===== src/rtl/fifo_write_arbiter_pkg.sv =====
// Shared types and helpers for the FIFO write-port round-robin arbiter.
package fifo_write_arbiter_pkg;

    typedef enum logic {
        IDLE  = 1'b0,
        GRANT = 1'b1
    } arb_state_e;

    localparam int BEAT_W    = 8;
    localparam int MAX_REQ   = 16;
    localparam int MAX_IDX_W = 4;

    // First set bit of valid_vec scanning circularly upward from start_idx,
    // considering only the lowest n_req positions.
    function automatic logic [MAX_IDX_W-1:0] rr_pick(
        input logic [MAX_REQ-1:0]   valid_vec,
        input logic [MAX_IDX_W-1:0] start_idx,
        input int                   n_req
    );
        logic [MAX_IDX_W-1:0] pick;
        int                   idx;
        pick = '0;
        idx  = 0;
        for (int k = MAX_REQ - 1; k >= 0; k--) begin
            if (k < n_req) begin
                idx = (int'(start_idx) + k) % n_req;
                if (valid_vec[MAX_IDX_W'(idx)]) begin
                    pick = MAX_IDX_W'(idx);
                end
            end
        end
        return pick;
    endfunction

endpackage


===== src/rtl/fifo_write_arbiter_rr_priority_pick.sv =====
// Combinational circular priority encoder used for every arbitration decision.
module fifo_write_arbiter_rr_priority_pick
    import fifo_write_arbiter_pkg::*;
#(
    parameter int N_REQ = 4,
    parameter int IDX_W = $clog2(N_REQ)
) (
    input  logic [N_REQ-1:0] valid_vec,
    input  logic [IDX_W-1:0] start_idx,
    output logic [IDX_W-1:0] pick_idx,
    output logic             pick_any
);

    logic [MAX_REQ-1:0]   validPad;
    logic [MAX_IDX_W-1:0] pickFull;

    always_comb begin
        validPad              = '0;
        validPad[N_REQ-1:0]   = valid_vec;
        pickFull              = rr_pick(validPad, MAX_IDX_W'(start_idx), N_REQ);
    end

    assign pick_idx = IDX_W'(pickFull);
    assign pick_any = |valid_vec;

endmodule


===== src/rtl/fifo_write_arbiter.sv =====
// Round-robin burst arbiter sharing one FIFO write port between N_REQ requesters;
// words pass combinationally to the FIFO only while it is not full.
module fifo_write_arbiter
    import fifo_write_arbiter_pkg::*;
#(
    parameter int N_REQ      = 4,
    parameter int DATA_WIDTH = 8,
    parameter int MAX_BURST  = 16
) (
    input  logic                          clk_write,
    input  logic                          rst_n,
    input  logic [N_REQ-1:0]              req_valid,
    input  logic [N_REQ-1:0]              req_last,
    input  logic [N_REQ*DATA_WIDTH-1:0]   req_data,
    output logic [N_REQ-1:0]              req_ready,
    input  logic                          fifo_full,
    output logic                          fifo_write,
    output logic [DATA_WIDTH-1:0]         fifo_data_write,
    output logic                          grant_valid,
    output logic [$clog2(N_REQ)-1:0]      grant_id,
    output logic [7:0]                    beat_cnt
);

    localparam int ID_W = $clog2(N_REQ);

    arb_state_e        state_q, state_d;
    logic [ID_W-1:0]   grantId_q, grantId_d;
    logic [ID_W-1:0]   lastId_q, lastId_d;
    logic [BEAT_W-1:0] beatCnt_q, beatCnt_d;

    logic [N_REQ-1:0]  grantMask;
    logic [N_REQ-1:0]  pickValid;
    logic [ID_W-1:0]   pickStart;
    logic [ID_W-1:0]   pickIdx;
    logic              pickAny;
    logic              xfer;
    logic              burstDone;

    always_comb begin
        grantMask       = '0;
        fifo_data_write = '0;
        for (int i = 0; i < N_REQ; i++) begin
            if (ID_W'(i) == grantId_q) begin
                grantMask[i]    = 1'b1;
                fifo_data_write = req_data[i*DATA_WIDTH +: DATA_WIDTH];
            end
        end
    end

    assign xfer      = (state_q == GRANT) && (|(req_valid & grantMask)) && !fifo_full;
    assign burstDone = xfer && ((|(req_last & grantMask)) ||
                                (beatCnt_q == BEAT_W'(MAX_BURST - 1)));

    assign fifo_write  = xfer;
    assign req_ready   = xfer ? grantMask : '0;
    assign grant_valid = (state_q == GRANT);
    assign grant_id    = grantId_q;
    assign beat_cnt    = beatCnt_q;

    // lastId_q tracks the current holder while granted, so one rotation base
    // serves both the idle pick and the release re-pick; the holder is masked out.
    assign pickValid = (state_q == GRANT) ? (req_valid & ~grantMask) : req_valid;
    assign pickStart = (lastId_q == ID_W'(N_REQ - 1)) ? '0 : lastId_q + ID_W'(1);

    fifo_write_arbiter_rr_priority_pick #(
        .N_REQ (N_REQ),
        .IDX_W (ID_W)
    ) rr_priority_pick (
        .valid_vec (pickValid),
        .start_idx (pickStart),
        .pick_idx  (pickIdx),
        .pick_any  (pickAny)
    );

    always_comb begin
        state_d   = state_q;
        grantId_d = grantId_q;
        lastId_d  = lastId_q;
        beatCnt_d = beatCnt_q;
        case (state_q)
            IDLE: begin
                if (pickAny) begin
                    state_d   = GRANT;
                    grantId_d = pickIdx;
                    lastId_d  = pickIdx;
                    beatCnt_d = '0;
                end
            end
            GRANT: begin
                if (burstDone) begin
                    beatCnt_d = '0;
                    if (pickAny) begin
                        grantId_d = pickIdx;
                        lastId_d  = pickIdx;
                    end else begin
                        state_d = IDLE;
                    end
                end else if (xfer) begin
                    beatCnt_d = beatCnt_q + BEAT_W'(1);
                end
            end
        endcase
    end

    always_ff @(posedge clk_write or negedge rst_n) begin
        if (!rst_n) begin
            state_q   <= IDLE;
            grantId_q <= '0;
            lastId_q  <= ID_W'(N_REQ - 1);
            beatCnt_q <= '0;
        end else begin
            state_q   <= state_d;
            grantId_q <= grantId_d;
            lastId_q  <= lastId_d;
            beatCnt_q <= beatCnt_d;
        end
    end

endmodule


===== config.mk =====
export PLATFORM = sky130hd
export DESIGN_NAME = fifo_write_arbiter
export DESIGN_NICKNAME = d
export VERILOG_FILES = /design/src/rtl/fifo_write_arbiter_pkg.sv /design/src/rtl/fifo_write_arbiter_rr_priority_pick.sv /design/src/rtl/fifo_write_arbiter.sv
export SDC_FILE = /design/constraint.sdc
export NUM_CORES = 1
export LEC_CHECK = 0
export ABC_AREA = 1
export CELL_PAD_IN_SITES_DETAIL_PLACEMENT = 0
export CELL_PAD_IN_SITES_GLOBAL_PLACEMENT = 2
export CORE_MARGIN = 4
export CORE_UTILIZATION = 22
export DETAILED_ROUTE_END_ITERATION = 16
export GPL_TIMING_DRIVEN = 0
export MAX_ROUTING_LAYER = met4
export PLACE_DENSITY = 0.88
export SKIP_CTS_REPAIR_TIMING = 1
export SLEW_MARGIN = 40
export SYNTH_ARGS = -nofsm -noshare
export SYNTH_HDL_FRONTEND = slang
export SYNTH_SLANG_ARGS = --single-unit

===== constraint.sdc =====
create_clock -name clk_write -period 2.9 [get_ports clk_write]
set_clock_uncertainty 0.15 [all_clocks]
set_input_delay 0.725 -clock clk_write [delete_from_list [all_inputs] [get_ports clk_write]]
set_output_delay 0.725 -clock clk_write [all_outputs]
set_load 0.02 [all_outputs]

==> results.txt, run 1 <==
The flow ran to the end, and the final reports show no timing, DRC or antenna violations. The total number of yosys warnings is 0. The switching power as a share of total power is 52.6%.

Max-cap violations in this run came to 0. The shortest clock period the worst path allows after layout came out at 2.86 ns. In this design, the stage delay of the slowest critical-path cell is 0.62 ns. The initial antenna violation count came out at 0. The static leakage is 0.00104 uW. The mean area per synthesized cell came out at 6.60 um2. The via count of the first global-routing pass came out at 1551.

The share of power burned in registers is 15.6%. The number of placement rows is 28. The vias per cell came out at 4.49.

The clock net in this run drives a total of 13 sinks. The full die area is 7500 um2. The final wirelength is 4660 um. The worst-case headroom to the max-slew limit is 58.8%. Internal power comes to 982 uW. Cells with a size suffix above 1 make up 12.7% of the layout.

The sequential area share after synthesis came out at 24.1%. The final-report max-slew violation count is 0. In this run, synthesis produced a sequential element count of 13. Synthesis instantiated 32 different standard cells from the library. The number of cells produced by synthesis came out at 206.

The clock transition time at the flip-flop clock pins of the worst setup and hold paths came out at 0.05 ns. Among the stages of the critical path, the cell type that occurs most often is clkdlybuf4s50_1. The minimum setup slack after placement came out at -0.526 ns.

The data required time of the worst path came out at 2.03 ns. The number of hold violations in the final report came out at 0. The DRC violation count after routing came out at 0. The later-pin clock latency in the skew report is 0.24 ns.

Setup repair after global routing left no endpoint under its margin. Summed over all instances, the cell type with the most area after synthesis is nand2_1. The vias after detailed routing came out at 1575. The arrival time of the worst setup path is 1.99 ns. The initial core utilization is 22.8%. The worst setup path is captured at a primary output.

The worst register-to-register path has a setup slack of 0.89 ns. In this run the power density over the cells is 956 nW/um2. The die height came out at 86.6 um.

The worst hold path belongs to the class flop to flop. Ranked by total cell area, the synthesized netlist is headed by nand2_1 (22%), dfrtp_1 (20%), nand3_1 (9.6%). The top cell type by area accounts for 21.8% of the synthesized area. STA classifies the critical path startpoint as a primary input. The critical path is of the primary input to primary output type.

The part of the total power dissipated in combinational logic is 76.4%. The achievable clock frequency is 349 MHz. The number of nets in the finished design is 322. The area after detailed placement came out at 2110 um2.

The total half-perimeter wirelength after legalization and detailed placement is 3670 um. The wire length of the first global-routing pass came out at 7510 um. The routability-driven placement congestion ratio came out at 0.772. The maximum buffer depth of the clock tree came out at 2. The detail-routed net length per standard cell came out at 13.3 um. The layout overhead on the synthesized area is 59.3%. Buffers placed on the I/O ports in this run total 66. The setup slack after layout is 0.0374 ns.

The residual overflow from global routing is 0. The slowest stage cell on the critical path is clkdlybuf4s50_1. The repair_antennas step left the layout with diodes totalling 0. Before antenna repair, the detailed router went through 4 iterations.

The detail route stage leaves a number of antenna-violating nets equal to 0. TritonCTS built the clock tree. Summing all non-filler instances in the final layout gives an area of 2170 um2. The worst IR drop on VDD is 0.374 mV.

The final-report setup violation count came out at 0. The post-synth net total is 251. The number of H-tree levels is 1. In this run the standard cell core region covers 5960 um2. The DRC violation total after the first TritonRoute iteration came out at 81. The maximum number of pins on one net before global-route repair came out at 14.

In the finished design, the share of the clock period the worst path needs comes to 98.7%. At the end of the flow the core is filled with cells to 36.4%. Measured along the x axis, the die boundary spans 86.6 um.

The clock network fraction of design power is 8.0%. The top fanout value on the critical path is 1. Global routing used 12.8% of the available tracks. The number of primary I/O pins came out at 67. The reported net switching power came out at 1090 uW. The mapped cell area is 1360 um2.

For the pin with the worst max-slew slack, the measured transition is 0.617 ns. The fill cell total of the finished layout is 651. The critical path goes through clkdlybuf4s50_1 > nand3_1 > nand4_1 > clkdlybuf4s50_1. In this run the clock root is driven by a clkbuf_8. The number of buffers inserted during clock tree synthesis came out at 3.
==> path summary, 6_finish.rpt <==
| check | from | depth (start not counted) | end |
|---|---|---|---|
| worst max-delay path | req_data[9] | 4 | fifo_data_write[1] |
| worst min-delay path | lastId_q[1] | 2 | lastId_q[1] |
| worst max register to register | lastId_q[0] | 12 | grant_id[0] |
| worst min register to register | lastId_q[1] | 2 | lastId_q[1] |
| max in group asynchronous | rst_n | 1 | grant_id[0] |
| min in group asynchronous | rst_n | 1 | beat_cnt[1] |
==> layout by cell type (no fill, tap or decap), drive strengths merged, types with 3 or more instances in the layout <==
master	netlist	final
clkdlybuf4s50	0	55
dfrtp	11	11
clkbuf	0	7
nand3b	3	3
a21oi	6	6
nand2	87	87
o21ai	6	6
buf	5	6
nor2	18	18
nand3	26	26
dlymetal6s2s	0	7
nor3	5	5
inv	14	14
nand4	9	9
==> synth_stat cells <==
| master | number |
|---|---|
| nand2_2 | 3 |
| a21oi_2 | 2 |
| buf_4 | 1 |
| nor3b_1 | 1 |
| o21ai_0 | 5 |
| xnor2_1 | 2 |
| inv_4 | 2 |
| nor2_8 | 2 |
| nand4_4 | 1 |
| xor2_1 | 2 |
| a21oi_4 | 1 |
| or2_2 | 2 |
| nand2_1 | 79 |
| nand3_1 | 26 |
| inv_2 | 1 |
| nand2_4 | 5 |
| ha_1 | 2 |
| dfstp_2 | 2 |
| a22o_1 | 1 |
| o21ai_1 | 1 |
| a21oi_1 | 3 |
| o21bai_1 | 2 |
| inv_1 | 11 |
| nor2_1 | 15 |
| nand3b_1 | 3 |
| buf_6 | 3 |
| nor3_1 | 5 |
| a221oi_1 | 2 |
| nand4_1 | 8 |
| dfrtp_1 | 11 |
| nor2_4 | 1 |
| buf_2 | 1 |
==> metal layers <==
| metal | vias up | share of wire, % | GRT usage [%] | wire length [um] |
|---|---|---|---|---|
| met5 | - | 0 | - | 0 |
| met4 | 0 | 2.2 | 5.10 | 104 |
| met3 | 9 | 8.1 | 1.62 | 377 |
| met2 | 62 | 42 | 19.6 | 1930 |
| met1 | 677 | 48 | 17.2 | 2240 |
| li1 | 827 | - | - | - |
==> per-stage QoR <==
step / TNS (ns) / hold slack [ns] / total power, uW / instances
4_1_cts: -2.23 / 0.334 / 2110 / 351
3_5_place_dp: -2.15 / 0.325 / 1940 / 347
6_report: 0 / 0.331 / 2070 / 351
2_1_floorplan: 0 / 0.279 / 1390 / 206
5_1_grt: 0 / 0.356 / 2280 / 351
3_3_place_gp: -2.27 / 0.312 / 1940 / 347
==> registers in the layout (all words and copies together) (netlist names) <==
register	cells
beat_cnt	8
grant_id	2
lastId_q	2
grant_valid	1
==> area by class of cell <==
| type | instances | area (um2) | share of cell area (%) |
|---|---|---|---|
| plain buffers | 5 | 46.3 | 2.14 |
| clock buffers | 4 | 45.0 | 2.08 |
| inverters | 14 | 57.6 | 2.66 |
| multi-input cells | 174 | 936 | 43.2 |
| flip-flops and latches | 13 | 328 | 15.1 |
| well taps | 75 | 93.8 | 4.33 |
| repair buffers | 66 | 661 | 30.5 |
==> power groups by stage <==
stage / Clock, uW / Sequential (uW) / Combinational, uW
6_report: 166 / 323 / 1580
5_1_grt: 180 / 332 / 1770
4_1_cts: 173 / 325 / 1610
3_5_place_dp: 0 / 328 / 1610
3_3_place_gp: 0 / 326 / 1610
2_1_floorplan: 0 / 355 / 1030
==> cell families (layout without fill, tap and decap cells) <==
family          count (synthesis)  after routing  share of synthesized area, %
compound gates                 17             17                          8.83
buf+inv                        19             89                          7.63
simple gates                  151            151                          55.0
flops                          13             13                          24.1
xor+xnor                        4              4                          2.58
fa+ha+maj                       2              2                          1.84
==> critical path, delay by kind of cell <==
family        cells  cell delay [ns]
buf+inv           2             1.07
simple gates      2             0.19
(Power assumes the default switching activity.)
==> run 2, diff against run 1 <==
--- a/config.mk
+++ b/config.mk
@@ -11,6 +11,7 @@
 export CORE_MARGIN = 4
 export CORE_UTILIZATION = 22
 export DETAILED_ROUTE_END_ITERATION = 16
+export GPL_ROUTABILITY_DRIVEN = 0
 export GPL_TIMING_DRIVEN = 0
 export MAX_ROUTING_LAYER = met4
 export PLACE_DENSITY = 0.88
==> results of run 2 <==
Same layout as run 1: the final DEF is identical, and so are final timing and power.
==> run 3, diff against run 2 <==
--- a/config.mk
+++ b/config.mk
@@ -16,7 +16,6 @@
 export MAX_ROUTING_LAYER = met4
 export PLACE_DENSITY = 0.88
 export SKIP_CTS_REPAIR_TIMING = 1
-export SLEW_MARGIN = 40
 export SYNTH_ARGS = -nofsm -noshare
 export SYNTH_HDL_FRONTEND = slang
 export SYNTH_SLANG_ARGS = --single-unit
==> constraint.sdc (replaced) <==
create_clock -name clk_write -period 3.6 [get_ports clk_write]
set_clock_uncertainty 0.15 [all_clocks]
set_input_delay 0.9 -clock clk_write [delete_from_list [all_inputs] [get_ports clk_write]]
set_output_delay 0.9 -clock clk_write [all_outputs]
set_load 0.02 [all_outputs]
==> run 3 against run 2 <==
Setup slack improved by 0.18 ns. Cell count did not move. Worst hold slack barely moved. Design area rose by 0.23%. Non-clock buffer count did not move. Clock power fell by 19%. First-iteration DRC count fell by 22%. Critical path type unchanged. Sequential share of layout area barely moved.
==> results.txt, run 3 (same netlist as run 1, synthesis figures left out) <==
The routed length on met3 is 392 um. The static leakage came out at 0.00105 uW. The clock net in this run drives a total of 13 sinks. The number of placement rows is 28. The cell internal power dissipation is 799 uW. The clock tree from TritonCTS is done. The worst setup path is captured at a primary output.

The final layout contains routed wiring with a total length of 4630 um. In this run, the number of DRC markers left after iteration 0 of detailed routing was 63. The number of nets in the finished design came out at 322.

The switching power as a share of total power is 52.2%. The number of H-tree levels is 1. The shortest clock period the worst path allows after layout is 3.38 ns. The part of the cycle the worst path needs is 93.8%.

The number of buffers inserted during clock tree synthesis came out at 3. The number of maximum-capacitance violations is 0. In this run the tightest slew margin relative to its limit is 58.8%. The maximum number of pins on one net before global-route repair is 14. Summed over all nets, the half-perimeter wirelength after detailed placement is 3670 um. At the worst endpoint, the required time is 2.55 ns. The repair_antennas step left the layout with diodes totalling 0.

After detailed routing, the met2 layer carries 1920 um of wire. In this run the worst hold path is classified as flop to flop. The standard cell core area came out at 5960 um2. The tree is rooted in a clkbuf_8. The cell type group with the largest total delay on the critical path is buffers and inverters. The total routing resource utilization after global routing came out at 12.8%. The slowest stage cell on the critical path is clkdlybuf4s50_1.

The later pin in the worst-skew pair is clocked with a latency of 0.24 ns. The register with the most flip-flops in the layout has 8 of them. Summed over all nets, the switching power comes to 874 uW. The instance count on the critical path is 6. The combined buffer and inverter count along the critical path came out at 3. The via count of the first global-routing pass came out at 1551.

For this run, the number of standard cells in the final layout without fillers is 351. The maximum buffer depth of the clock tree came out at 2. The final-report max-slew violation count came out at 0. The flow ran to the end, and the final reports show no timing, DRC or antenna violations. The number of routed nets with antenna violations is 0. The layout overhead on the synthesized area came out at 59.7%. Setup violations remaining at the end of the flow were counted as 0.

The top fanout value on the critical path is 4. The clock network fraction of design power came out at 8.0%. The achievable clock frequency is 296 MHz. The floorplan die width is 86.6 um. Dividing the detail-routed wire length by the instance count gives 13.2 um. The fraction of final layout cells with drive strength greater than 1 came out at 10.9%.

The initial core utilization is 22.8%. The worst hold path was traced through 2 stages. The full die area is 7500 um2. Signal routing reaches up to met4. The DRC violation count after routing came out at 0.

In this run the count of I/O pins placed on the die edge is 67. Hold is met by 0.331 ns. The power density over the cells came out at 770 nW/um2.

The transition time at the pin with the least slew margin is 0.616 ns. Walking the worst path, the cells encountered are clkdlybuf4s50_1 > or2_2 > nor2_8 > inv_1 > nor2_1 > dlymetal6s2s_1. The critical path is of the primary input to primary output type. The detailed-router iteration count before antenna repair came out at 4.

Counting tap cells, the placed design contains a total of 347 instances. The wire length of the first global-routing pass is 7510 um. The arrival time of the worst setup path is 2.33 ns.

Dividing the detail-routed via count by the number of cells gives 4.48. The part of the total power dissipated in combinational logic is 76.4%. For this run, the slowest stage of the critical path takes 0.48 ns. The count of buffers inserted at the top-level ports came out at 66. After clock tree synthesis, the clock-pin slew on the worst setup and hold paths is 0.06 ns. The met1 routed wirelength after detailed routing is 2220 um.

The worst IR drop on VDD came out at 0.310 mV. Setup repair after global routing left no endpoint under its margin. The vias after detailed routing is 1574. The depth of the worst register-to-register path is 12.

The die height came out at 86.6 um. The kind of start point of the critical path is a primary input. Of the total power, registers draw 15.6%.

The number of hold violations in the final report is 0. The library cells used most frequently in the layout, excluding fill and tap cells, are nand2_1 (79), clkdlybuf4s50_1 (61), nand3_1 (26). Summed over all layers, the global routing overflow is 0. The initial antenna violation count came out at 0. The most common cell after layout, fill and taps aside is nand2_1.
==> run 3: changes by cell type in the layout (fill, tap and decap cells not counted), sizes merged <==
| cell | change |
|---|---|
| dlymetal6s2s | -2 |
| clkdlybuf4s50 | +6 |
| buf | -1 |
| clkbuf | -3 |
==> run 3: worst paths after layout <==
kind                              from      endpoint  slack [ns]
max                          fifo_full  req_ready[3]        0.22
min                        lastId_q[1]   lastId_q[1]        0.33
max reg2reg                lastId_q[0]   grant_id[0]        1.59
min reg2reg                lastId_q[1]   lastId_q[1]        0.33
max in group asynchronous        rst_n   grant_id[0]        2.01
min in group asynchronous        rst_n   beat_cnt[1]        0.89
==> run 3: final cells by class <==
type	instances	area, um2
sequential	13	328
inverter	14	57.6
clock buffer	4	45.0
tap	75	93.8
buffer	5	46.3
multi-input combinational	174	928
timing repair buffer	66	673
fill	650	3780
==> run 3: worst reg2reg max path, cell delays in order (launching register included) <==
cell	delay (ns)
dfstp_2	0.55
ha_1	0.17
inv_1	0.04
nand2_1	0.21
nand3_1	0.11
nand2_1	0.14
nand2_1	0.08
nand2_1	0.09
nor2_1	0.05
o21bai_1	0.12
nand2_1	0.06
nand2_1	0.09
nand2_1	0.05
==> run 3: power by group through the flow <==
stage,clock network (uW),registers (uW),logic (uW)
floorplan,0,286,831
global placement,0,263,1300
detailed placement,0,264,1300
CTS,139,262,1300
global route,145,268,1430
finish,134,261,1280
==> run 3: layer usage <==
layer  vias up  track usage, %
met1       677            17.2
met2        60            19.6
li1        828               -
met4         0            5.10
met5         -               -
met3         9            1.62
==> run 3: stage by stage <==
step / setup WS [ns] / utilization, % / setup TNS, ns / power [uW] / cell area [um2]
6_report: 0.222 / 36.5 / 0 / 1670 / 2170
5_1_grt: 0.157 / 36.5 / 0 / 1850 / 2170
4_1_cts: -0.188 / 36.3 / -0.415 / 1700 / 2160
3_5_place_dp: -0.176 / 35.5 / -0.342 / 1560 / 2110
3_3_place_gp: -0.174 / 35.5 / -0.478 / 1560 / 2110
2_1_floorplan: 0.757 / - / 0 / 1120 / 1360
